## src/rtl/multi_digit_counter.sv

```systemverilog
// Cascaded multi-digit BCD-style counter with load, up/down, wrap/saturate modes.
// All digits update on the same edge; terminal flags are decoded from count.
module multi_digit_counter #(
   parameter int unsigned DIGITS = 2,
   parameter int unsigned MAX    = 10,
   parameter int unsigned WIDTH  = 4
) (
   input  logic                    clk,
   input  logic                    reset,
   input  logic                    en,
   input  logic                    up,
   input  logic                    sat_mode,
   input  logic                    load,
   input  logic [DIGITS*WIDTH-1:0] load_val,
   output logic [DIGITS*WIDTH-1:0] count,
   output logic                    carry,
   output logic                    at_max,
   output logic                    at_zero
);

   localparam int unsigned CW = DIGITS * WIDTH;
   localparam logic [WIDTH-1:0] MAX_D = WIDTH'(MAX);

   generate
      if (MAX < 1 || DIGITS < 1 || WIDTH < $clog2(MAX + 1)) begin : g_bad_cfg
         $error("multi_digit_counter: invalid DIGITS/MAX/WIDTH configuration");
      end
   endgenerate

   logic [CW-1:0]    load_clean;
   logic [CW-1:0]    stepped;
   logic [CW-1:0]    count_nxt;
   logic             carry_nxt;
   logic             max_below;
   logic             zero_below;
   logic             ends;
   logic [WIDTH-1:0] d;

   // Out-of-range load digits are cleared, valid ones pass through.
   always_comb begin
      load_clean = '0;
      for (int unsigned k = 0; k < DIGITS; k++) begin
         load_clean[k*WIDTH +: WIDTH] =
            (load_val[k*WIDTH +: WIDTH] > MAX_D) ? '0 : load_val[k*WIDTH +: WIDTH];
      end
   end

   // Parallel step: each digit looks at the all-MAX / all-zero prefix below it.
   always_comb begin
      stepped    = count;
      max_below  = 1'b1;
      zero_below = 1'b1;
      d          = '0;
      for (int unsigned k = 0; k < DIGITS; k++) begin
         d = count[k*WIDTH +: WIDTH];
         if (d > MAX_D) begin
            stepped[k*WIDTH +: WIDTH] = '0;
         end else if (up && max_below) begin
            stepped[k*WIDTH +: WIDTH] = (d == MAX_D) ? '0 : d + WIDTH'(1);
         end else if (!up && zero_below) begin
            stepped[k*WIDTH +: WIDTH] = (d == '0) ? MAX_D : d - WIDTH'(1);
         end
         max_below  = max_below  & (d == MAX_D);
         zero_below = zero_below & (d == '0);
      end
   end

   assign at_max  = max_below;
   assign at_zero = zero_below;
   assign ends    = up ? max_below : zero_below;

   // Next-state selection: load beats en; saturation suppresses the end step.
   always_comb begin
      count_nxt = count;
      carry_nxt = 1'b0;
      if (load) begin
         count_nxt = load_clean;
      end else if (en && !(sat_mode && ends)) begin
         count_nxt = stepped;
         carry_nxt = ends;
      end
   end

   always_ff @(posedge clk) begin
      if (reset) begin
         count <= '0;
         carry <= 1'b0;
      end else begin
         count <= count_nxt;
         carry <= carry_nxt;
      end
   end

endmodule

```

## config.mk

```make
export PLATFORM = sky130hd
export DESIGN_NAME = multi_digit_counter
export DESIGN_NICKNAME = d
export VERILOG_FILES = /design/src/rtl/multi_digit_counter.sv
export SDC_FILE = /design/constraint.sdc
export NUM_CORES = 1
export LEC_CHECK = 0
export ABC_AREA = 1
export BUFFER_PORTS_ARGS = -buffer_cell sky130_fd_sc_hd__buf_2
export CORE_MARGIN = 4
export CORE_UTILIZATION = 53
export CTS_CLUSTER_DIAMETER = 60
export DETAILED_ROUTE_END_ITERATION = 16
export PLACE_DENSITY = 0.88
export SYNTH_ARGS = -nofsm -noshare
export SYNTH_HDL_FRONTEND = slang
export SYNTH_SLANG_ARGS = --single-unit
```

## constraint.sdc

```tcl
create_clock -name clk -period 2.6 [get_ports clk]
set_clock_uncertainty 0.2 [all_clocks]
set_input_delay 0.13 -clock clk [delete_from_list [all_inputs] [get_ports clk]]
set_output_delay 0.13 -clock clk [all_outputs]
set_load 0.1 [all_outputs]
```

## Word-level counts from Yosys, hierarchy flattened

Index checks and enable logic that the tools add are counted.
Widths: inputs -> output; s select.

| operators by class | value |
|---|---|
| mux-type cells | 14 |
| add/subtract/negate cells | 4 |
| reductions and logical operators | 12 |
| order comparisons | 4 |
| equality and inequality tests | 2 |
| bitwise gates (word level) | 3 |

Operators with widths:

| cell | count |
|---|---|
| $mux 4 | 11 |
| $gt 4x4->1 const B | 4 |
| $mux 8 | 2 |
| $add 4x1->4 const B | 2 |
| $eq 4x4->1 const B | 2 |
| $logic_not 4->1 | 2 |
| $sub 4x1->4 const B | 2 |
| $logic_and 1x1->1 | 4 |
| $reduce_bool 4->1 | 1 |
| $reduce_or 3->1 | 1 |
| $and 1x1->1 | 2 |
| $logic_not 1->1 | 2 |
| $reduce_and 2->1 | 1 |
| $reduce_bool 2->1 | 1 |
| $mux 1 | 1 |
| $not 1->1 | 1 |

| storage, ports and cells | value |
|---|---|
| flip-flop bits (word level) | 9 |
| output and inout port bits | 11 |
| word-level logic and storage cells | 42 |
| bits of input ports | 14 |

## Longest topological paths before layout

Gate-level depths: netlist (run 1).

| logic depth | value |
|---|---|
| word-level depth | 8 |
| mapped depth | 13 |
| mapped depth without buffers | 13 |

## Worst setup path after synthesis (run 1)

Ideal clock, no wire load.

| timing path | value |
|---|---|
| kind | reg-to-reg |
| start point | reg count[5] |
| end point | reg count[4] |
| setup slack | -0.429 ns |
| clock period less this slack | 3.029 ns |
| data required time | 2.280 ns |
| stages on the path, launching flop included | 12 |
| arrival | 2.710 ns |
| setup time | 0.120 ns |
| path through | dfxtp_1 -> ha_1 -> nand3_4 -> nor2_4 -> nand2_2 -> nand2_4 -> nand2_4 -> nand2_2 -> nand2_2 -> buf_6 -> a21oi_1 -> nor2_1 |

| on the way | value |
|---|---|
| word-level cells in the longest chain between the ends | 8 |
| elaborated cells on any way between the ends | 19 |

Ends and longest elaborated chain:

| element | line | RTL |
|---|---|---|
| start, declared | 15 | `output logic [DIGITS*WIDTH-1:0] count,` |
| start signal, assigned | 89 | `count <= count_nxt;` |
| $eq 4x4->1 | 63 | `max_below = max_below & (d == MAX_D);` |
| $and 1x1->1 | 63 |  |
| via at_max | 17 | `output logic at_max,` |
| $mux 1 | 70 | `assign ends = up ? max_below : zero_below;` |
| $logic_and 1x1->1 | 78 | `end else if (en && !(sat_mode && ends)) begin` |
| $logic_not 1->1 | 78 |  |
| $logic_and 1x1->1 | 78 |  |
| $reduce_bool 2->1 (no line) | n/a |  |
| $reduce_and 2->1 (no line) | n/a |  |

The timed path passes the listed nets, and every way through them passes these cells. The select of a mux whose other input is x is not followed.
A chain may end at the register's enable or synchronous reset.

## Worst setup path in the final report (run 1)

| timing path | value |
|---|---|
| start point | reg count[5] |
| end point | out at_zero |

| on the way | value |
|---|---|
| word-level cells in the longest chain between the ends | 2 |

Ends and longest elaborated chain:

| element | line | RTL |
|---|---|---|
| $logic_not 4->1 | 64 | `zero_below = zero_below & (d == '0);` |
| $and 1x1->1 | 64 |  |
| end, declared | 18 | `output logic at_zero` |

Every way passes these cells.

==> results.json, run 1 <==
{
  "yosysSeqAreaShare_pct": 17.54,
  "port_buffers": 24,
  "grt_pass1_vias": 1037,
  "final_nets": 215,
  "num_rows": 15,
  "path_buf_inv": 4,
  "rsz0062_at_grt": "false",
  "cts_tree": "built",
  "grt_overflow": 0,
  "ctsResizeCount": 0,
  "fin_crit_sh_pct": 84.92,
  "io_pins": 25,
  "netlist.area_leader.share_pct": 17.54,
  "criticalPathCategory": "reg2out",
  "r2r-start": "count[5]",
  "route.detailed.drc": 0,
  "slew_headroom_pct": 67.54,
  "dp_hpwl_microns": 1942,
  "p_per_area_mw_per_mm2": 563.1,
  "diodes": 0,
  "design_area_sq_mm": 0.001205,
  "nFillCells": 161,
  "use_met1_pct": 27.65,
  "clock_latency_ps": 260,
  "area.growth.synth_to_final_pct": 17.30,
  "setup_violations": 0,
  "synth-seq-cells": 9,
  "track_usage_pct": 21.46,
  "initialDrtViolationCount": 33,
  "worst_slew_pin_slew_ps": 490.3,
  "grt-busiest-layer": "met2",
  "numCtsBuffers": 3,
  "outcome": "completed",
  "fmax_mhz": 452.9,
  "crit_arrival_ps": 1880,
  "r2r_cells": 10,
  "core_area_sq_mm": 0.001783,
  "leakagePower_uw": 0.0006319,
  "ant_nets": 0,
  "worst-path-max-fanout": 6,
  "hold_path_startpoint": "load_val[3]",
  "cp_common_cell": "inv_1",
  "synthDistinctLibCells": 30,
  "final_hold_viol_count": 0,
  "slew_viol_final": 0,
  "r2r_slack_ps": 440,
  "drt-pass1-iter-count": 4,
  "cts_max_level": 1,
  "syn_avg_cell_area_sq_um": 6.188,
  "clockRootBuffer": "clkbuf_4",
  "cts_sinks": 9,
  "routed_wl_microns": 2480,
  "end_kind": "primary output",
  "cp-start-kind": "register",
  "drive_gt1_share_pct": 27.60,
  "min_path_type": "in2reg",
  "critical_path.top_delay_family": "buffers and inverters",
  "grt_pass1_wl_microns": 4443,
  "synthesis.nets": 188,
  "crit_cells": 7,
  "clk_path_buf_depth": 2,
  "slowest_stage": "buf_2",
  "use_met2_pct": 35.77,
  "dr_total_vias": 1129,
  "fin_cells": 217,
  "antenna_found_initial": 0,
  "whs_path_depth": 5,
  "grtUsageMet3_pct": 2.579,
  "die_w_microns": 52.03,
  "synthTopCellsByArea": "dfxtp_1 18%, nand2_1 14%, ha_1 9.7%, nor2_1 9.1%, nand3_1 7.3%",
  "total_power_uw": 678.5,
  "synthCells": 166,
  "vdd.ir_drop.worst_uv": 355.1,
  "critPathRequiredTime_ps": 2270,
  "max-cap-violations": 0,
  "fin_crit_ps": 2208,
  "fp.dieH_microns": 52.03,
  "grt_max_degree": 13,
  "start_util_pct": 57.61,
  "postPlaceCellArea_sq_mm": 0.001149,
  "synth_top_area_cell": "dfxtp_1",
  "place.gp.congestion": 0.8864,
  "holdPathEnd": "count[3]",
  "wl_per_cell_microns": 11.43,
  "viasPerCell": 5.203,
  "fin_hold_ws_ps": 44.71,
  "dieArea_sq_mm": 0.002707,
  "setup_tns_ps": 0,
  "crit_chain": "inv_1 > ha_1 > inv_1 > nor3_1 > inv_1 > nor2_2 > buf_2",
  "critical_path.max_stage_delay_ps": 420,
  "synth_area_sq_mm": 0.001027,
  "placed_cells": 210,
  "rr_endpoint": "carry",
  "yosysWarningCount": 0,
  "clk_pin_slew_ps": 60
}
-- worst reg2reg max path: stages (launching register included) --
cell           delay [ps]
dfxtp_4               370
inv_1                 100
ha_1                  170
inv_1                  60
nor3_1                260
nand2_2               120
nand2_4               100
nand2_4                60
nand4_1                60
dlygate4sd3_1         550
inv_1                  40
-- power by group --
part | internal (uW) | switching [uW]
clock network | 59.3 | 50.9
registers | 156 | 31.9
logic | 100 | 280
total | 316 | 363
-- kinds of logic (layout without fill, tap and decap cells) --
| kind of cell | after synthesis | in the layout | share of synthesized area, % |
|---|---|---|---|
| flops | 9 | 9 | 17.54 |
| compound gates | 27 | 27 | 14.62 |
| simple gates | 96 | 96 | 45.07 |
| fa+ha+maj | 8 | 8 | 9.745 |
| buf+inv | 24 | 50 | 11.33 |
| xor+xnor | 2 | 2 | 1.706 |
-- flip-flops by register name, indices dropped and copies added, names as in the netlist --
signal  count
count       8
carry       1
-- what timing repair did --
| item | CTS | global route |
|---|---|---|
| setup buffers | 0 | 0 |
| hold endpoints to repair | 2 | 0 |
| hold buffers | 3 | 0 |
-- cell usage in the layout (no fill, tap or decap) --
cell type and n:
nand3_2 1, nor2_1 24, dfxtp_2 4, nor3_1 1
ha_1 8, nand4_2 1, o21ai_1 2, nand2_1 37
dlygate4sd3_1 3, clkbuf_4 3, xnor2_1 1, o21ai_0 9
o22ai_1 1, o31ai_1 1, nand3_1 15, a21oi_2 2
nand2_4 2, nand2_2 6, a21oi_1 11, nor2_2 3
nand3b_1 1, or2_1 1, clkbuf_1 1, nand4_1 2
nand3_4 1, inv_1 17, dfxtp_4 2, inv_2 2
xor2_1 1, buf_2 24, dfxtp_1 3, nor2_4 1
o21ai_2 1
-- through the flow --
step | util (%) | setup slack (ps)
3_5_place_dp | 64.42 | 664.4
2_1_floorplan | - | 32.98
4_1_cts | 67.58 | 393.7
6_report | 67.58 | 392.0
5_1_grt | 67.58 | 291.8
3_3_place_gp | 64.42 | 722.9
-- layer usage --
layer | part of all wire [%] | vias up
met4 | 1.6 | 0
met5 | 0 | -
met3 | 5.7 | 7
li1 | - | 588
met2 | 48 | 39
met1 | 44 | 495
-- synthesized netlist by cell type --
cell type / instances
o21ai_2: 1
nand4_2: 1
a21oi_1: 11
buf_6: 3
nand2_4: 2
a21oi_2: 2
nand3_1: 15
clkbuf_1: 1
o31ai_1: 1
nand3_4: 1
dfxtp_1: 9
xnor2_1: 1
nor2_1: 25
nor3_1: 1
inv_2: 2
buf_4: 1
xor2_1: 1
o21ai_1: 2
nor2_2: 2
nor2_4: 1
nand3b_1: 1
o22ai_1: 1
or2_1: 1
nand2_2: 6
nand2_1: 37
nand4_1: 2
o21ai_0: 9
inv_1: 17
ha_1: 8
nand3_2: 1
-- worst max-delay path by stage --
stage	start	endpoint	slack, ps
final	count[5]	at_zero	390
after CTS	count[5]	at_zero	390
after global routing	count[5]	at_zero	290
after floorplan	count[2]	count[6]	30
after detailed placement	count[5]	count[7]	660
after global placement	count[4]	count[7]	720
-- layout make-up --
class	count	area (sq um)	share of cell area [%]
multi-input combinational	133	733.2	60.85
sequential	9	192.7	15.99
timing repair buffer	27	150.1	12.46
inverter	19	71.32	5.919
tap	25	31.28	2.596
clock buffer	4	26.28	2.181
Note: power is estimated with default switching activity, not from simulation.
==> run 2, diff against run 1 <==
--- a/config.mk
+++ b/config.mk
@@ -5,13 +5,13 @@
 export SDC_FILE = /design/constraint.sdc
 export NUM_CORES = 1
 export LEC_CHECK = 0
-export ABC_AREA = 1
+export ABC_AREA = 0
 export BUFFER_PORTS_ARGS = -buffer_cell sky130_fd_sc_hd__buf_2
 export CORE_MARGIN = 4
-export CORE_UTILIZATION = 53
+export CORE_UTILIZATION = 46
 export CTS_CLUSTER_DIAMETER = 60
 export DETAILED_ROUTE_END_ITERATION = 16
-export PLACE_DENSITY = 0.88
+export PLACE_DENSITY = 0.83
 export SYNTH_ARGS = -nofsm -noshare
 export SYNTH_HDL_FRONTEND = slang
 export SYNTH_SLANG_ARGS = --single-unit
==> constraint.sdc (replaced) <==
create_clock -name clk -period 2 [get_ports clk]
set_clock_uncertainty 0.2 [all_clocks]
set_input_delay 0.1 -clock clk [delete_from_list [all_inputs] [get_ports clk]]
set_output_delay 0.1 -clock clk [all_outputs]
set_load 0.1 [all_outputs]
==> run 2 against run 1 <==
  * The run now ends with negative setup slack left
  * Critical path depth rose by 1
  * Final area up 34%
  * Routed wire length up 77%
  * Clock-buffer cell count unchanged
  * Via count increased by 19%
  * Setup slack lost 710 ps
  * Critical path type is now reg2reg
  * Critical endpoint is now count[2]
  * Largest power group unchanged
==> results.json, run 2 <==
{
  "rr_endpoint": "count[2]",
  "fmax_mhz": 431.1,
  "final.setup.worst_slack_ps": -319.7,
  "fin_crit_ps": 2320,
  "max-cap-violations": 0,
  "final_hold_viol_count": 0,
  "ys.flop_type": "dfxtp_1",
  "drt-pass1-iter-count": 5,
  "regMostFlops": "count",
  "crit_start": "count[0]",
  "cp-start-kind": "register",
  "yosys.cell_count.top_type": "a21oi_1",
  "ant_nets": 0,
  "crit_arrival_ps": 2300,
  "end_kind": "register",
  "r2r_cells": 8,
  "min_path_type": "in2reg",
  "synth-seq-cells": 9,
  "core_area_sq_mm": 0.001821,
  "wl_per_cell_microns": 22.16,
  "violations": "negative setup slack",
  "async_reset_ff_share_pct": 0,
  "synthTopCellsByCount": "10 x a21oi_1, 9 x dfxtp_1, 9 x nand2_1",
  "diodes": 0,
  "synthesis.nets": 138,
  "numCtsBuffers": 3,
  "crit_path_end": "count[2]",
  "initialDrtViolationCount": 66,
  "worst-path-max-fanout": 7,
  "clockRootBuffer": "clkbuf_4",
  "outcome": "finished with violations",
  "synthDistinctLibCells": 40,
  "grt_overflow": 0,
  "dp_hpwl_microns": 2313,
  "cts_sinks": 9,
  "grt_pass1_wl_microns": 6044,
  "rsz0062_at_grt": "true",
  "cts_tree": "built",
  "grt_max_degree": 14,
  "slew_headroom_pct": 67.21,
  "clk_path_buf_depth": 2,
  "synthCells": 116,
  "vdd.ir_drop.worst_uv": 529.3,
  "final_cell_mix": "24 x buf_4, 22 x buf_2, 9 x a21oi_1",
  "fin_crit_sh_pct": 116.0,
  "p_per_area_mw_per_mm2": 708.4,
  "io_pins": 25,
  "netlist.area_leader.share_pct": 19.49,
  "synth_top_area_cell": "dfxtp_1",
  "dr_total_vias": 1342,
  "r2r_slack_ps": -320,
  "clock_latency_ps": 290,
  "final_nets": 196,
  "largest_reg_flops": 8,
  "critPathRequiredTime_ps": 1980,
  "clk_pin_slew_ps": 80,
  "r2r-start": "count[0]",
  "num_rows": 15,
  "place.gp.congestion": 0.9270,
  "area.growth.synth_to_final_pct": 75.10,
  "dieArea_sq_mm": 0.002792,
  "criticalPathCategory": "reg2reg",
  "track_usage_pct": 29.80,
  "port_buffers": 24,
  "fp.dieH_microns": 52.84,
  "routed_wl_microns": 4387,
  "syn_avg_cell_area_sq_um": 7.971,
  "route.detailed.drc": 0,
  "start_util_pct": 50.79,
  "slew_viol_final": 0,
  "setup_violations": 10,
  "viasPerCell": 6.778,
  "leakagePower_uw": 0.0006611,
  "antenna_found_initial": 0,
  "worst_slew_pin_slew_ps": 495.2,
  "synth_area_sq_um": 924.6,
  "final_common_cell": "buf_4",
  "placed_cells": 181,
  "die_w_microns": 52.84,
  "synthTopCellsByArea": "dfxtp_1 19%, ha_1 11%, a311oi_1 5.7%, a21oi_1 5.4%, a211oi_1 4.9%",
  "grt_pass1_vias": 1300,
  "reg_top3": "count: 8 flops, carry: 1 flops",
  "cts_max_level": 1,
  "synth_edf_count": 0,
  "yosysSeqAreaShare_pct": 19.49,
  "post-place-ws_ps": -259.5,
  "yosysWarningCount": 0,
  "fin_cells": 198,
  "drive_gt1_share_pct": 57.23
}
run 2: cell types whose count changed in the layout (fill, tap and decap cells not counted), moves of 6 or more:
cell	before	now
buf_4	0	24
buf_6	0	6
dfxtp_4	2	8
inv_1	17	4
nand2_1	37	7
nand3_1	15	3
nor2_1	24	2
run 2: how the worst min path moves through the flow:
stage | start | to | slack (ps) | cells past startpoint
2_1_floorplan | load_val[7] | count[7] | 50 | 2
3_3_place_gp | reset | count[5] | 190 | 2
3_5_place_dp | reset | count[6] | 190 | 2
4_1_cts | load | carry | 7 | 2
5_1_grt | load | carry | 40 | 2
6_report | load | carry | 20 | 2
run 2: logic make-up (layout without fill, tap and decap cells):
logic type | count (synthesis) | after routing | share of synthesized area, %
flip-flops | 9 | 9 | 19.49
XOR/XNOR | 3 | 3 | 2.842
multiplexers | 4 | 4 | 5.683
AND/OR/NAND/NOR | 36 | 36 | 23.82
AO/OA/AOI/OAI | 41 | 41 | 29.91
buffers and inverters | 15 | 72 | 7.442
adder cells (fa/ha/maj) | 8 | 8 | 10.83
run 2: what timing repair did:
item / CTS / global route
cloned: 0 / 0
hold buffers: 6 / 0
endpoints found under the hold margin: 9 / 0
buffers inserted: 6 / 3
pin swaps: 6 / 8
endpoints found under the setup margin: 9 / 11
gates resized for setup: 7 / 18
run 2: critical path: stages (launching register included):
cell and delay, ps:
dfxtp_4 360, inv_4 60, ha_4 130, or4b_4 460, o22a_1 220, buf_6 140
o21ai_4 270, a21oi_1 100, a311oi_1 260
run 2: routing by layer:
layer  vias up  wire length [microns]  GRT usage [%]  part of all wire (%)
met5         -                      0              0                     0
met4         0                    343          15.74                   7.8
met3        47                    354          7.407                   8.1
met2       103                   2220          56.20                    51
met1       635                   1468          29.18                    33
li1        557                      -              -                     -
run 2: stage by stage:
| step | util, % | hold WS [ps] | setup TNS, ps | area (sq um) | power [uW] |
|---|---|---|---|---|---|
| after floorplan | - | 49.38 | -2898 | 1054 | 667.3 |
| after global placement | 75.05 | 188.8 | -919.2 | 1366 | 832.1 |
| after detailed placement | 75.05 | 190.6 | -1515 | 1366 | 851.7 |
| after CTS | 84.06 | 7.197 | -1533 | 1530 | 1045 |
| after global routing | 88.93 | 42.93 | -2985 | 1619 | 1187 |
| final | 88.93 | 16.55 | -2557 | 1619 | 1147 |
run 2: area by class of cell:
cell class / count / area (sq um)
multi-input cells: 92 / 853.3
repair buffers: 60 / 457.9
flip-flops and latches: 9 / 210.2
fillers: 85 / 201.4
inverters: 8 / 40.04
well taps: 25 / 31.28
clock buffers: 4 / 26.28
run 2: power breakdown:
group	switching (uW)	leakage, uW	total [uW]	internal [uW]
clock network	81.3	0.0000150	159	77.5
logic	463	0.000567	764	301
registers	21.3	0.0000794	224	203
total	565	0.000661	1150	582
==> run 3, diff against run 2 <==
--- a/config.mk
+++ b/config.mk
@@ -10,7 +10,9 @@
 export CORE_MARGIN = 4
 export CORE_UTILIZATION = 46
 export CTS_CLUSTER_DIAMETER = 60
+export CTS_CLUSTER_SIZE = 24
 export DETAILED_ROUTE_END_ITERATION = 16
+export HOLD_SLACK_MARGIN = 0.03
 export PLACE_DENSITY = 0.83
 export SYNTH_ARGS = -nofsm -noshare
 export SYNTH_HDL_FRONTEND = slang
==> run 3 against run 2 <==
  * The run still ends with negative setup slack left
  * Clock-buffer cell count unchanged
  * Fmax down 2.7%
  * Final cell count up 0.51%
  * Critical path depth up 1
  * Clock power down 9%
  * Critical endpoint is now count[1]
==> results.json, run 3 (synthesis results as in run 2) <==
{
  "outcome": "finished with violations",
  "violations": "negative setup slack",
  "final_common_cell": "buf_4",
  "end_kind": "register",
  "place.gp.congestion": 0.9270,
  "antenna_found_initial": 0,
  "area.growth.synth_to_final_pct": 74.83,
  "grt_pass1_vias": 1295,
  "r2r_cells": 9,
  "leakagePower_uw": 0.0006624,
  "fin_crit_ps": 2384,
  "max-cap-violations": 0,
  "die_w_microns": 52.84,
  "track_usage_pct": 30.51,
  "slew_viol_final": 0,
  "cts_max_level": 1,
  "grt_pass1_wl_microns": 6182,
  "final_nets": 197,
  "regMostFlops": "count",
  "nFillCells": 84,
  "whs_path_depth": 3,
  "crit_arrival_ps": 2310,
  "final_hold_viol_count": 0,
  "clk_path_buf_depth": 2,
  "drive_gt1_share_pct": 56.32,
  "criticalPathCategory": "reg2reg",
  "p_per_area_mw_per_mm2": 696.2,
  "wl_per_cell_microns": 21.84,
  "clk_pin_slew_ps": 70,
  "largest_reg_flops": 8,
  "ant_nets": 0,
  "fmax_mhz": 419.5,
  "fin_crit_sh_pct": 119.2,
  "clock_latency_ps": 270,
  "route.detailed.drc": 0,
  "diodes": 0,
  "drt-pass1-iter-count": 5,
  "worst-path-max-fanout": 4,
  "reg_top3": "count: 8 flops, carry: 1 flops",
  "final.setup.worst_slack_ps": -383.7,
  "final_cell_mix": "24 x buf_4, 22 x buf_2, 9 x a21oi_1",
  "numCtsBuffers": 3,
  "core_area_sq_mm": 0.001821,
  "cts_tree": "built",
  "setup_violations": 11,
  "rsz0062_at_grt": "true",
  "io_pins": 25,
  "cts_sinks": 9,
  "postPlaceCellArea_sq_mm": 0.001366,
  "fp.dieH_microns": 52.84,
  "num_rows": 15,
  "final_core_util_pct": 88.80,
  "dr_total_vias": 1326,
  "slew_headroom_pct": 53.11,
  "critPathRequiredTime_ps": 1930,
  "min_path_type": "in2reg",
  "grt_overflow": 0,
  "dieArea_sq_mm": 0.002792,
  "worst_slew_pin_slew_ps": 695.9,
  "cp-start-kind": "register",
  "start_util_pct": 50.79,
  "viasPerCell": 6.663,
  "clockRootBuffer": "clkbuf_4",
  "initialDrtViolationCount": 109,
  "design_area_sq_mm": 0.001617,
  "grt_max_degree": 14,
  "vdd.ir_drop.worst_uv": 527.3,
  "dp_hpwl_microns": 2313,
  "routed_wl_microns": 4346,
  "port_buffers": 24
}
==> run 3: cell count changes in the layout (fill, tap and decap cells not counted) <==
cell,change
ha_2,+1
o21ai_1,-1
nand2_2,-1
dlygate4sd3_1,+1
nand2_1,+1
o21ai_0,+1
ha_4,-1
==> run 3: cell type report <==
type                       instances  area [sq um]  share of cell area (%)
multi-input combinational         92         840.8                   52.01
timing repair buffer              61         467.9                   28.95
sequential                         9         210.2                   13.00
inverter                           8         40.04                   2.477
tap                               25         31.28                   1.935
clock buffer                       4         26.28                   1.625
==> run 3: critical path: stages, from the launching register on <==
cell and delay (ps):
dfxtp_4 370, inv_4 40, buf_4 120, buf_4 150
ha_4 160, buf_4 140, o21ai_0 570, a21oi_1 140
a211oi_2 290, a311oi_2 70
==> run 3: metrics by stage <==
stage                     power (uW)  hold WS [ps]  setup TNS, ps  cells  setup WS, ps
final                           1126         52.38          -2572    199        -383.7
after global routing            1173         67.00          -3177    199        -446.7
after CTS                       1047         35.89          -1533    198        -201.0
after detailed placement       851.7         190.6          -1515    181        -259.5
after global placement         832.1         188.8         -919.2    181        -150.6
after floorplan                667.3         49.38          -2898    116        -494.8
==> run 3: power by group <==
group	total [uW]	leakage (uW)	internal (uW)	switching, uW
registers	222	0.0000794	203	19.1
clock network	145	0.0000150	77.0	68.4
logic	758	0.000568	302	457
total	1130	0.000662	581	544
==> run 3: final timing paths <==
path	startpoint	end	slack [ps]
worst max-delay path	count[0]	count[1]	-380
worst min-delay path	load_val[5]	count[5]	50
worst max register to register	count[0]	count[1]	-380
worst min register to register	count[6]	count[6]	420
==> run 3: repair_timing <==
item / CTS / global route
endpoints found under the hold margin: 9 / 0
pin swaps: 6 / 9
buffers inserted: 6 / 3
setup endpoints to repair: 9 / 11
resized for setup: 7 / 15
hold buffers: 7 / 0
==> run 3: routing by layer <==
| layer | share of wire [%] | global-route usage, % | wire [microns] | up-vias |
|---|---|---|---|---|
| met4 | 6.7 | 14.89 | 291 | 0 |
| met1 | 35 | 30.55 | 1522 | 607 |
| li1 | - | - | - | 567 |
| met5 | 0 | 0 | 0 | - |
| met2 | 49 | 57.85 | 2139 | 120 |
| met3 | 9.0 | 6.838 | 392 | 32 |
